$ cat src/rtl/serial_full_adder_using_multiplexer8x1_if.sv
// Request/result bundle for the bit-serial mux-based adder.
//   start     master->slave  request, sampled only while the engine is idle
//   a, b      master->slave  operands, captured when start is accepted
//   cin       master->slave  carry-in, captured when start is accepted
//   busy      slave->master  engine is running or presenting a result
//   done      slave->master  one-cycle pulse: sum/cout/overflow valid
//   sum       slave->master  a + b + cin, low WIDTH bits
//   cout      slave->master  carry out of the MSB
//   overflow  slave->master  signed overflow (carry into MSB ^ carry out of MSB)
interface serial_full_adder_using_multiplexer8x1_if #(
  parameter int unsigned WIDTH = 8
);
  logic             start;
  logic [WIDTH-1:0] a;
  logic [WIDTH-1:0] b;
  logic             cin;
  logic             busy;
  logic             done;
  logic [WIDTH-1:0] sum;
  logic             cout;
  logic             overflow;

  modport master (
    output start, a, b, cin,
    input  busy, done, sum, cout, overflow
  );

  modport slave (
    input  start, a, b, cin,
    output busy, done, sum, cout, overflow
  );
endinterface

$ cat src/rtl/serial_full_adder_using_multiplexer8x1.sv
// Bit-serial WIDTH-bit adder. Each bit's full-adder function is evaluated as
// an 8:1 multiplexer lookup with select {a_bit, b_bit, carry}. Operands are
// captured on start and consumed LSB-first, one bit per clock; the result is
// presented for one cycle with done and then held until the next accepted start.
//   clk    rising-edge clock
//   rst_n  asynchronous active-low reset (aborts an operation in flight)
//   bus    slave side of serial_full_adder_using_multiplexer8x1_if
module serial_full_adder_using_multiplexer8x1 #(
  parameter int unsigned WIDTH = 8
) (
  input logic clk,
  input logic rst_n,
  serial_full_adder_using_multiplexer8x1_if.slave bus
);

  localparam int unsigned CW = $clog2(WIDTH + 1);
  localparam logic [CW-1:0] LAST = CW'(WIDTH - 1);

  // Truth-table data for the two multiplexers, indexed by {a, b, carry}.
  localparam logic [7:0] MUX_SUM   = 8'b1001_0110;
  localparam logic [7:0] MUX_CARRY = 8'b1110_1000;

  typedef enum logic [1:0] {
    IDLE,
    RUN,
    DONE
  } state_t;

  state_t state, state_nxt;

  logic [WIDTH-1:0] a_sr, b_sr, sum_sr, sum_q;
  logic             c, cout_q, ovf_q;
  logic [CW-1:0]    cnt;
  logic [2:0]       sel;
  logic             s, k, last;
  logic [WIDTH:0]   sum_shift;

  assign sel       = {a_sr[0], b_sr[0], c};
  assign s         = MUX_SUM[sel];
  assign k         = MUX_CARRY[sel];
  assign last      = (cnt == LAST);
  // New sum bit enters at the MSB; taking the upper WIDTH bits of this
  // concatenation also works for WIDTH=1, where a part-select would be empty.
  assign sum_shift = {s, sum_sr};

  always_ff @(posedge clk or negedge rst_n) begin
    if (!rst_n) begin
      state <= IDLE;
    end else begin
      state <= state_nxt;
    end
  end

  always_comb begin
    state_nxt = state;
    unique case (state)
      IDLE:    if (bus.start) state_nxt = RUN;
      RUN:     if (last)      state_nxt = DONE;
      DONE:                   state_nxt = IDLE;
      default:                state_nxt = IDLE;
    endcase
  end

  always_ff @(posedge clk or negedge rst_n) begin
    if (!rst_n) begin
      a_sr   <= '0;
      b_sr   <= '0;
      sum_sr <= '0;
      sum_q  <= '0;
      c      <= 1'b0;
      cout_q <= 1'b0;
      ovf_q  <= 1'b0;
      cnt    <= '0;
    end else begin
      unique case (state)
        IDLE: begin
          if (bus.start) begin
            a_sr   <= bus.a;
            b_sr   <= bus.b;
            c      <= bus.cin;
            cnt    <= '0;
            sum_sr <= '0;
            sum_q  <= '0;
            cout_q <= 1'b0;
            ovf_q  <= 1'b0;
          end
        end
        RUN: begin
          sum_sr <= sum_shift[WIDTH:1];
          a_sr   <= a_sr >> 1;
          b_sr   <= b_sr >> 1;
          c      <= k;
          if (last) begin
            // c is still the carry into the MSB here; k is the carry out.
            sum_q  <= sum_shift[WIDTH:1];
            cout_q <= k;
            ovf_q  <= c ^ k;
          end else begin
            cnt <= cnt + 1'b1;
          end
        end
        default: ;
      endcase
    end
  end

  assign bus.busy     = (state != IDLE);
  assign bus.done     = (state == DONE);
  assign bus.sum      = sum_q;
  assign bus.cout     = cout_q;
  assign bus.overflow = ovf_q;

endmodule
$ cat src/flat_wrapper.sv
// flat-port wrapper written by rule: the top's interface ports become plain ports
module serial_full_adder_using_multiplexer8x1_flat 
#(
  parameter int unsigned WIDTH = 8
)
  (clk, rst_n, bus_start, bus_a, bus_b, bus_cin, bus_busy, bus_done, bus_sum, bus_cout, bus_overflow);
  serial_full_adder_using_multiplexer8x1_if #(.WIDTH(WIDTH)) bus_i ();
  input logic clk;
  input logic rst_n;
  input wire logic [$bits(bus_i.start)-1:0] bus_start;
  input wire logic [$bits(bus_i.a)-1:0] bus_a;
  input wire logic [$bits(bus_i.b)-1:0] bus_b;
  input wire logic [$bits(bus_i.cin)-1:0] bus_cin;
  output wire logic [$bits(bus_i.busy)-1:0] bus_busy;
  output wire logic [$bits(bus_i.done)-1:0] bus_done;
  output wire logic [$bits(bus_i.sum)-1:0] bus_sum;
  output wire logic [$bits(bus_i.cout)-1:0] bus_cout;
  output wire logic [$bits(bus_i.overflow)-1:0] bus_overflow;
  assign bus_i.start = bus_start;
  assign bus_i.a = bus_a;
  assign bus_i.b = bus_b;
  assign bus_i.cin = bus_cin;
  assign bus_busy = bus_i.busy;
  assign bus_done = bus_i.done;
  assign bus_sum = bus_i.sum;
  assign bus_cout = bus_i.cout;
  assign bus_overflow = bus_i.overflow;
  serial_full_adder_using_multiplexer8x1 #(.WIDTH(WIDTH)) u_core (.clk(clk), .rst_n(rst_n), .bus(bus_i));
endmodule
$ cat config.mk
export PLATFORM = sky130hd
export DESIGN_NAME = serial_full_adder_using_multiplexer8x1_flat
export DESIGN_NICKNAME = d
export VERILOG_FILES = /design/src/rtl/serial_full_adder_using_multiplexer8x1_if.sv /design/src/rtl/serial_full_adder_using_multiplexer8x1.sv /design/src/flat_wrapper.sv
export SDC_FILE = /design/constraint.sdc
export NUM_CORES = 1
export LEC_CHECK = 0
export ABC_CLOCK_PERIOD_IN_PS = 1300
export BUFFER_PORTS_ARGS = -buffer_cell sky130_fd_sc_hd__buf_2
export CAP_MARGIN = 20
export CORE_MARGIN = 5
export CORE_UTILIZATION = 49
export DETAILED_ROUTE_END_ITERATION = 8
export GPL_TIMING_DRIVEN = 1
export PLACE_DENSITY = 0.77
export SYNTH_ARGS = -nofsm -noshare
export SYNTH_HDL_FRONTEND = slang
export SYNTH_SLANG_ARGS = --single-unit
$ cat constraint.sdc
create_clock -name clk -period 1.3 [get_ports clk]
set_clock_uncertainty 0.05 [all_clocks]
set_input_delay 0.065 -clock clk [delete_from_list [all_inputs] [get_ports clk]]
set_output_delay 0.065 -clock clk [all_outputs]
set_load 0.02 [all_outputs]
# Word-level counts from Yosys, hierarchy flattened
# Memories as Yosys holds them, arrays and structs flattened.
# Index checks and enable logic that the tools add are counted.
[word_totals]
latchBits = 0
rom_bits = 16
ramBits = 0
memories = 2
regBits = 41
out_inout_bits = 12
[mem_list]
columns = ["name", "depth", "word_bits", "read_ports", "rd_clocked_by_memory_dff", "wr", "line_no", "source"]
rows = [
  ["(name not given)", 8, 1, 1, 0, 0, "serial_full_adder_using_multiplexer8x1.sv:39", "assign s = MUX_SUM[sel];"],
  ["(name not given)", 8, 1, 1, 0, 0, "serial_full_adder_using_multiplexer8x1.sv:40", "assign k = MUX_CARRY[sel];"],
]
[classes]
div = 0
n_reduce_logical = 7
n_addsub = 1
muxes = 23
bitwise_logic = 1
n_mul = 0
magnitude_cmp = 1
shift = 0
n_eq_ne = 6
[op_table]
columns = ["op", "n"]
rows = [
  ["$pmux W8 S2", 4],
  ["$mux W8", 4],
  ["$mux W4", 2],
  ["$pmux W4 S2", 1],
  ["$mux W1", 6],
  ["$pmux W1 S2", 3],
  ["$reduce_and A3 Y1", 2],
  ["$add A4 B1 Y4 const B", 1],
  ["$eq A4 B3 Y1 const B", 1],
  ["$lt A3 B4 Y1 const B", 1],
  ["$mux W2", 2],
  ["$ne A2 B2 Y1 const B", 2],
  ["$pmux W2 S2", 1],
  ["$reduce_and A2 Y1", 2],
  ["$reduce_bool A2 Y1", 2],
  ["$eq A2 B1 Y1 const B", 1],
  ["$eq A2 B2 Y1 const B", 1],
  ["$logic_not A2 Y1", 1],
  ["$ne A2 B1 Y1 const B", 1],
  ["$xor A1 B1 Y1", 1],
]

# Logic depth before layout (Yosys ltp)
[logic_depth]
word_depth = 5
ltp_mapped = 6

# Worst setup path before layout
# Ideal clock, no wire load.
[synth_path]
kind = "reg-to-reg"
startpoint = "reg u_core.cnt[0]"
endpoint = "reg u_core.sum_q[0], in the netlist u_core.bus.sum[0]"
synth_period_minus_slack_ns = 1.374
path_buffers = 1
path_slack_ns = -0.074
stages_incl_launch_ff = 6
t_arrival_ns = 1.203
setup_time_ns = 0.121
required_ns = 1.129
cell_sequence = "dfrtp_1 ha_1 nand3b_4 a21o_1 buf_6 a22o_1"
[synth_via]
elab_chain_len = 3
[synth_lines]
columns = ["item", "line_no", "source"]
rows = [
  ["start: declaration", "serial_full_adder_using_multiplexer8x1.sv:33", "logic [CW-1:0] cnt;"],
  ["start signal: assignment", "serial_full_adder_using_multiplexer8x1.sv:99", "cnt <= cnt + 1'b1;"],
  ["$eq A4 B3 Y1", "serial_full_adder_using_multiplexer8x1.sv:41", "assign last = (cnt == LAST);"],
  ["$ne A2 B1 Y1 (no source line)", "n/a", ""],
  ["$reduce_and A3 Y1 (no source line)", "n/a", ""],
  ["end signal: assignment", "serial_full_adder_using_multiplexer8x1.sv:95", "sum_q <= sum_shift[WIDTH:1];"],
  ["end: declaration", "serial_full_adder_using_multiplexer8x1.sv:31", "logic [WIDTH-1:0] a_sr, b_sr, sum_sr, sum_q;"],
]
# No other way between the ends.
# A chain may end at the register's enable or synchronous reset.

# Final worst setup path
[layout_path]
startpoint = "reg u_core.state[1]"
endpoint = "reg u_core.sum_q[5], in the netlist u_core.bus.sum[5]"
[layout_via]
elab_chain_len = 3
elab_cells_between_ends = 7
cone_classes = "3 x eq/ne; 1 x mux; 3 x reduce/logical"
[layout_lines]
columns = ["item", "line_no", "source"]
rows = [
  ["start: declaration", "serial_full_adder_using_multiplexer8x1.sv:29", "state_t state, state_nxt;"],
  ["start signal: assignment", "serial_full_adder_using_multiplexer8x1.sv:50", "state <= state_nxt;"],
  ["$eq A2 B1 Y1 / $logic_not A2 Y1 (equally long branches)", "serial_full_adder_using_multiplexer8x1.sv:75", "unique case (state)"],
  ["$ne A2 B1 Y1 (no source line) (tied with other cells)", "n/a", ""],
  ["$reduce_and A3 Y1 (no source line)", "n/a", ""],
]
# Parallel ways exist; a longest one is shown, timed or not.

==> results.cfg <==
[clocking]
cts_num_sinks = 40
htree_levels = 2
clk_latency_ns = 0.30
root_buffer = clkbuf_8
clk_pin_slew_ns = 0.08
cts_buffer_depth = 2
cts_tree = yes
numCtsBuffers = 5

[setup_path]
end_kind = flop
crit_type = reg -> reg
required_ns = 1.44
path_max_fanout = 5
crit_arrival_ns = 1.47
r2r_cells = 4
r2r_slack_ns = -0.03
worstReg2RegStart = u_core.state[1]
critical_path.startpoint_type = flop
reg2reg_to = u_core.bus.sum[5]

[routing]
via_count = 1473
drt-total-wl_um = 4010
drc = 0
drt_iter0_markers = 106
wl_per_cell_um = 14.6
viasPerCell = 5.38
postRouteAntennaNets = 0
firstDrtPassIters = 5

[grt]
grtUsageTotal = 0.172
grt_max_degree = 26
antenna_found_initial = 0
first_global_vias = 1485
grt_pass1_wl_um = 6880
overflow = 0

[power_and_ir_drop]
power.share.sequential = 0.369
power_density_mw_per_mm2 = 2310
switchingPower_w = 0.00205
p_leak_nw = 1.21
pwr-share-clk = 0.180
pwr-share-comb = 0.451
p_int_w = 0.00357
peakVddDrop_mv = 1.23
swShare = 0.364

[cells_and_area]
nets = 248
area_delta_synth_final_pct = 32.7
antenna_cells = 0
drive_gt1_frac = 0.376
fillers = 275

[floorplanning]
start_util = 0.504
io_pins = 32
die_y_um = 71.2
die_area_mm2 = 0.00506
core_mm2 = 0.00363
core.rowCount = 22
die_x_um = 71.2

[placed_design]
gp_congestion = 0.796
io_buffers = 31
pre_cts_slack_ns = -0.0682
place_hpwl_um = 2650

[synthesis]
synth_enable_flop_cells = 0
syn_nets = 195
synth_top_cell_area_share = 0.546
yosys_most_used_dff = dfrtp_1
synth_cell_types = 33
yosys.area.top_type = dfrtp_1
synth_most_common_cell = dfrtp_1
netlist_instances = 172
synth_common_cells = 40 x dfrtp_1, 24 x nand2_1, 20 x o21ai_0
yosysSeqAreaShare = 0.546
ys_ff_latch = 40
synthTopCellsByArea = dfrtp_1 55%, a22o_1 6.7%, o21ai_0 5.5%
async_flop_share = 1.00
yosysWarnings = 0
syn_area_mm2 = 0.00183
avgSynthCellArea_um2 = 10.7

[timing]
relSlewSlack = 0.755
fin_crit_ns = 1.33
hold_violations = 1
setup_viol = 10
fmax_mhz = 749
whs_ns = -0.00868
drv_slew = 0
rsz0062_at_grt = yes
fin_crit_sh = 1.03
layout_setup_ws_ns = -0.0346
worstMarginPinSlew_ns = 0.368

[job]
cap_violations = 0

[worst_hold_path]
holdPathEnd = u_core.a_sr[3]
worstHoldPathCells = 3
hp-start = bus_a[3]
hold_path.class = in -> reg

[status]
outcome = finished with violations
violations = hold timing, setup timing
## worst max-delay path, cell delays in order (launching register included)
cell      delay, ns
dfrtp_1        0.41
buf_4          0.15
o21bai_4       0.21
a21o_4         0.23
a22o_1         0.18
## metal layers
layer | GRT usage | share of wire | wire length (µm) | vias up
met4 | 0.0480 | 0.014 | 55 | 0
li1 | - | - | - | 718
met3 | 0.0469 | 0.060 | 241 | 7
met1 | 0.230 | 0.45 | 1820 | 704
met5 | 0 | 0 | 0 | -
met2 | 0.273 | 0.47 | 1890 | 44
## cell usage in the layout, fill, tap and decap left out, types with 3 or more instances in the layout
cell type and count:
a22o_1 14, clkbuf_8 5, o21ai_1 6, dfrtp_1 39
buf_4 18, o21ai_0 12, and3b_1 6, inv_1 3
buf_6 7, nor2_1 3, nor2b_1 3, buf_2 29
a21oi_1 12, a22oi_1 8, nand2_1 23
## registers in the layout, indices dropped and copies added (netlist names)
name,flops
u_core.a_sr,8
u_core.b_sr,8
u_core.bus.sum,8
u_core.sum_sr,7
u_core.cnt,4
u_core.state,2
u_core.bus.cout,1
u_core.bus.overflow,1
u_core.c,1
## repair_timing
item,CTS,global route
hold buffers,1,0
setup buffers,9,0
endpoints found under the hold margin,40,0
pin swaps,6,5
endpoints found under the setup margin,24,41
resized for setup,21,19
gates cloned,1,0
## worst max path at each step
stage / endpoint / depth (start not counted) / slack (ns) / startpoint
after global routing: bus_done / 4 / -0.08 / u_core.state[0]
after detailed placement: u_core.bus.overflow / 5 / -0.07 / u_core.c
final: u_core.bus.sum[5] / 4 / -0.03 / u_core.state[1]
after floorplan: u_core.bus.sum[0] / 5 / 0.0005 / u_core.cnt[0]
after CTS: bus_done / 4 / -0.03 / u_core.state[0]
after global placement: u_core.bus.overflow / 5 / -0.03 / u_core.c
## logic make-up after synthesis
kind of cell	after synthesis	share of synthesized area
fa+ha+maj	3	0.0205
flops	40	0.546
buf+inv	17	0.0539
xor+xnor	2	0.00956
simple gates	50	0.152
compound gates	60	0.218
## power groups by stage
stage / Clock (W) / Combinational (W) / Sequential (W)
finish: 0.00101 / 0.00253 / 0.00207
global route: 0.00108 / 0.00281 / 0.00214
CTS: 0.00102 / 0.00240 / 0.00206
detailed placement: 0 / 0.00204 / 0.00208
global placement: 0 / 0.00199 / 0.00206
floorplan: 0 / 0.00136 / 0.00215
## cell type report
type / count / area, µm² / area share
clock buffer: 5 / 68.8 / 0.0283
clock inverter: 3 / 42.5 / 0.0175
inverter: 5 / 23.8 / 0.00977
multi-input combinational: 116 / 826 / 0.340
sequential: 40 / 1000 / 0.412
tap: 48 / 60.1 / 0.0247
timing repair buffer: 57 / 409 / 0.168
## through the flow
step	utilization	std cells	area (µm²)	power (W)	TNS [ns]
CTS	0.656	274	2380	0.00547	-0.138
finish	0.669	274	2430	0.00562	-0.251
detailed placement	0.582	255	2110	0.00412	-0.555
floorplan	-	172	1850	0.00351	0
global route	0.669	274	2430	0.00602	-1.93
global placement	0.582	255	2110	0.00405	-0.103
No activity file was read; power rests on OpenSTA's default activity.
